==> src/rtl/aes_round_sequencer.sv <==
// aes_round_sequencer
//   Iterative AES encryption control. The round function and the key expansion
//   are external. This block holds the state and round-key registers, counts
//   rounds, and performs the valid/ready handshakes on the input and output sides.
//
//   Parameter NROUNDS : rounds per block (10 for AES-128, at most 15)
//
//   Ports
//     clk, rst_n              clock, asynchronous active-low reset
//     in_valid/in_ready       input handshake for in_block (plaintext) and in_key
//     out_valid/out_ready     output handshake for out_block (ciphertext)
//     rnd_state_o, rnd_key_o  state and round-key registers, sent to the datapath
//     rnd_idx, rnd_last       current round (1..NROUNDS) and final-round flag;
//                             both are 0 outside RUN
//     rnd_state_i, rnd_key_i  next state and next round key from the datapath
//
//   Optional feature (macro AES_BLOCK_CNT_EN):
//     blk_cnt [15:0]          count of completed output handshakes; wraps to 0
module aes_round_sequencer #(
  parameter int unsigned NROUNDS = 10
) (
  input  logic         clk,
  input  logic         rst_n,
  input  logic         in_valid,
  output logic         in_ready,
  input  logic [127:0] in_block,
  input  logic [127:0] in_key,
  output logic         out_valid,
  input  logic         out_ready,
  output logic [127:0] out_block,
  output logic [127:0] rnd_state_o,
  output logic [127:0] rnd_key_o,
  output logic [3:0]   rnd_idx,
  output logic         rnd_last,
  input  logic [127:0] rnd_state_i,
  input  logic [127:0] rnd_key_i
`ifdef AES_BLOCK_CNT_EN
  ,
  output logic [15:0]  blk_cnt
`endif
);

  typedef enum logic [1:0] {
    IDLE = 2'd0,
    RUN  = 2'd1,
    DONE = 2'd2
  } st_t;

  localparam logic [3:0] LAST_RND = 4'(NROUNDS);

  st_t          st;
  logic [127:0] state_q;
  logic [127:0] key_q;
  logic [3:0]   round_q;
  logic         last_q;
  logic         valid_q;
  logic         take;

  // An input handshake in DONE (with out_ready) reloads directly and skips IDLE.
  assign in_ready    = (st == IDLE) || ((st == DONE) && out_ready);
  assign take        = in_valid && in_ready;

  assign out_valid   = valid_q;
  assign out_block   = state_q;
  assign rnd_state_o = state_q;
  assign rnd_key_o   = key_q;
  assign rnd_idx     = round_q;
  assign rnd_last    = last_q;

  // round_q and last_q are cleared when RUN is left. As a result, rnd_idx and
  // rnd_last come straight from flops and are 0 outside RUN without gating.
  always_ff @(posedge clk or negedge rst_n) begin
    if (!rst_n) begin
      st      <= IDLE;
      state_q <= '0;
      key_q   <= '0;
      round_q <= '0;
      last_q  <= 1'b0;
      valid_q <= 1'b0;
    end else if (take) begin
      st      <= RUN;
      state_q <= in_block ^ in_key;
      key_q   <= in_key;
      round_q <= 4'd1;
      last_q  <= (LAST_RND == 4'd1);
      valid_q <= 1'b0;
    end else begin
      case (st)
        RUN: begin
          state_q <= rnd_state_i;
          key_q   <= rnd_key_i;
          if (last_q) begin
            st      <= DONE;
            round_q <= '0;
            last_q  <= 1'b0;
            valid_q <= 1'b1;
          end else begin
            round_q <= round_q + 4'd1;
            last_q  <= ((round_q + 4'd1) == LAST_RND);
          end
        end
        DONE: begin
          if (out_ready) begin
            st      <= IDLE;
            valid_q <= 1'b0;
          end
        end
        default: begin
          st <= IDLE;
        end
      endcase
    end
  end

`ifdef AES_BLOCK_CNT_EN
  always_ff @(posedge clk or negedge rst_n) begin
    if (!rst_n) begin
      blk_cnt <= '0;
    end else if (valid_q && out_ready) begin
      blk_cnt <= blk_cnt + 16'd1;
    end
  end
`endif

endmodule
==> config.mk <==
export PLATFORM = sky130hd
export DESIGN_NAME = aes_round_sequencer
export DESIGN_NICKNAME = d
export VERILOG_FILES = /design/src/rtl/aes_round_sequencer.sv
export SDC_FILE = /design/constraint.sdc
export NUM_CORES = 1
export LEC_CHECK = 0
export ABC_CLOCK_PERIOD_IN_PS = 2500
export CAP_MARGIN = 20
export CORE_AREA = 2 2 352 354
export DETAILED_ROUTE_END_ITERATION = 10
export DIE_AREA = 0 0 354 356
export GPL_TIMING_DRIVEN = 0
export PLACE_DENSITY_LB_ADDON = 0.25
export REMOVE_ABC_BUFFERS = 1
export SYNTH_ARGS = -nofsm -noshare
export SYNTH_HDL_FRONTEND = slang
export SYNTH_SLANG_ARGS = --single-unit
==> constraint.sdc <==
create_clock -name clk -period 2.5 [get_ports clk]
set_input_delay 0.25 -clock clk [delete_from_list [all_inputs] [get_ports clk]]
set_output_delay 0.25 -clock clk [all_outputs]
set_load 0.02 [all_outputs]
==> reports/results.tsv <==
metric	value	unit
DR iter-0 viols	668	
die height	356	um
gp weighted congestion	0.838	
finished layout cell area	25900	um2
H-tree levels	2	
minimum clock period	2.43	ns
initial antenna violation count	5	
# DRC	0	
critical path class	reg2reg	
area of the core	123000	um2
total power	33.8	mW
clock slew at reported path FFs	0.06	ns
Yosys top cell by area	dfrtp_1	
synth cell count leaders	dfrtp_1 (264), o21ai_0 (131), buf_4 (129), nand3_1 (129), xor2_1 (129)	
top cells by area, synth	dfrtp_1 (47%), a221o_1 (9.1%), mux2i_1 (9.1%), xor2_1 (8.1%), buf_4 (6.9%)	
RSZ-0062 raised after global routing	true	
via count	13300	
Leak Pwr	9.89	nW
register area share after synthesis	47.2	%
share of cells above drive strength 1	5.56	%
Reg2Reg Depth	9	
YS warnings	0	
clock tree buffer depth	3	
final WL	77.0	mm
crit-path cells	nor2b_4, buf_12, buf_16, a21oi_4, buf_16, buf_12, buf_12, buf_16, a221o_1	
Final Hold Vio Count	0	
#FFs+latches synth	264	
CTS Sinks	264	
Slew Viols, Final	0	
Unique masters post-synth	26	
DR WL/cell	20.6	um
Synth Flop Type	dfrtp_1	
share of the synthesized area in the top cell type	47.2	%
Mean Syn Cell Area	10.8	um2
crit-path max cell delay	0.49	ns
max frequency	0.412	GHz
GRT Overall Usage	11.5	%
top-count cell post-synth	dfrtp_1	
HP Class	in2async	
1st-pass router iterations	4	
Non-Filler Instances	3731	
Reg2Reg Launch Point	st[1]	
post-layout net count	2578	
Layout area overhead	84.8	%
Placed Cells	3633	
Worst Setup End Kind	flop	
fraction of registers with async set/reset	100	%
GRT Residual Overflow	0	
Initial Util	11.4	%
CP Buf/Inv Count	6	
number of port buffers	906	
TritonCTS buffer count	39	
drt via density	3.55	
largest net degree at the start of global routing	92	
worst-path maximum fanout	29	
Horiz. Die Dim	354	um
Setup violations, final	0	
period utilisation layout	97.2	%
Worst VDD drop	0.00107	V
antenna viol nets, final	0	
vias in the first global route	13800	
CP startpoint	st[1]	
Worst Skew	0.0130	ns
hold_ws	0.297	ns
Syn Inst Count	1294	
IO Count	907	
FF-to-FF setup slack	0.07	ns
Synth Cell Area	14000	um2
Critical-path top delay cell	dfrtp_2	
die area	126000	um2
clk_lat worst skew	0.58	ns
WP depth	9	
Pwr Density	1310	nW/um2
worst slew pin tran	0.807	ns
detailed placement HPWL	55.3	mm
critical register-to-register path endpoint	rnd_key_o[59]	
crit start category	flop	
Rows	129	
CTS root buf	clkbuf_16	
outcome	finished clean	
delay-heaviest family, CP	buffers and inverters	
TritonCTS clock tree	yes	
crit path DAT	2.89	ns
Worst slew margin	46.2	%
Max Cap Viol	0	
number of synthesized flops with an enable pin	0	
first-pass GRT wire length	106	mm
Worst Path Required	2.96	ns
Area after DPL	24400	um2
[kinds of logic (layout without fill, tap and decap cells)]
group,Yosys count,in the layout,synth area share (%)
flip-flops,264,264,47.2
AND/OR/NAND/NOR,275,280,11.1
other,0,8,0
XOR/XNOR,130,130,8.13
multiplexers,128,128,9.15
AO/OA/AOI/OAI,265,265,14.2
buffers and inverters,230,1017,10.1
adder cells (fa/ha/maj),2,2,0.179
[sequential cells by signal, summed over array words and instances, names as in the netlist]
signal / cells
out_block: 128
out_valid: 1
st: 2
rnd_last: 1
rnd_idx: 4
rnd_key_o: 128
[report_power, final]
group	total (mW)	internal (mW)	switching (mW)	leakage [nW]
Combinational	19.6	9.47	10.2	6.15
Clock	5.64	3.34	2.30	0.609
Sequential	8.55	6.48	2.07	3.13
[final cells by class]
class | count | area (um2)
Fill cell | 13300 | 96800
Clock inverter | 11 | 124
Tap cell | 1637 | 2050
Timing Repair Buffer | 949 | 9880
Inverter | 1 | 3.75
Antenna cell | 8 | 20.0
Clock buffer | 56 | 1130
Multi-Input combinational cell | 805 | 6070
Sequential cell | 264 | 6610
[how the worst max path moves through the flow]
stage / end / slack [ns]
global route: rnd_key_o[31] / -0.008
CTS: rnd_key_o[31] / 0.002
finish: rnd_key_o[59] / 0.07
global placement: rnd_key_o[57] / -29.62
detailed placement: out_block[110] / -1.18
floorplan: rnd_key_o[0] / -6.41
[metrics by stage]
| step | setup TNS (ns) | util [%] | worst slack (ns) |
|---|---|---|---|
| floorplan | -1397.69 | - | -6.41 |
| global placement | -8893.82 | 19.3 | -29.62 |
| detailed placement | -212.27 | 19.9 | -1.18 |
| CTS | 0 | 21.0 | 0.00226 |
| global route | -0.00785 | 21.1 | -0.00785 |
| finish | 0 | 21.1 | 0.0711 |
[worst register-to-register path, delay by kind of cell, from the launching register on]
family	cells	cell delay (ns)
AND/OR/NAND/NOR	1	0.22
buffers and inverters	6	1.17
flip-flops	1	0.49
AO/OA/AOI/OAI	2	0.43
[layout by cell type (no fill, tap or decap), types with 2 or more instances in the layout]
cell and n:
clkdlybuf4s50_1 905, dfrtp_1 262, o21ai_0 131, xor2_1 129, nand3_1 129, and2_1 128
a221o_1 128, mux2i_1 127, clkbuf_16 41, buf_16 16, buf_4 15, clkbuf_8 9
diode_2 8, clkbuf_1 8, buf_12 8, nand2_1 5, o2bb2ai_1 3, inv_6 3
clkinv_2 3, clkinvlp_4 3, nor2b_1 2, nor2_1 2, nand2b_4 2, nor2b_4 2
nor4b_1 2, ha_1 2, bufinv_16 2, and2_2 2, nand2b_2 2, dfrtp_2 2
[per-layer routing]
metal	vias up	global-route usage [%]	part of all wire [%]
met5	-	0	0.031
li1	6068	-	-
met4	4	3.86	2.9
met2	566	19.6	50
met3	96	3.44	7.2
met1	6528	13.8	40
[timing repair]
| action | 4_1_cts | 5_1_grt |
|---|---|---|
| hold endpoints to repair | 85 | 0 |
| setup buffers | 12 | 3 |
| setup endpoints to repair | 260 | 20 |
| gates cloned | 5 | 3 |
| pin swaps | 1 | 0 |
| hold buffers | 1 | 0 |
| resized for setup | 3 | 2 |
No activity file was read; power rests on OpenSTA's default activity.
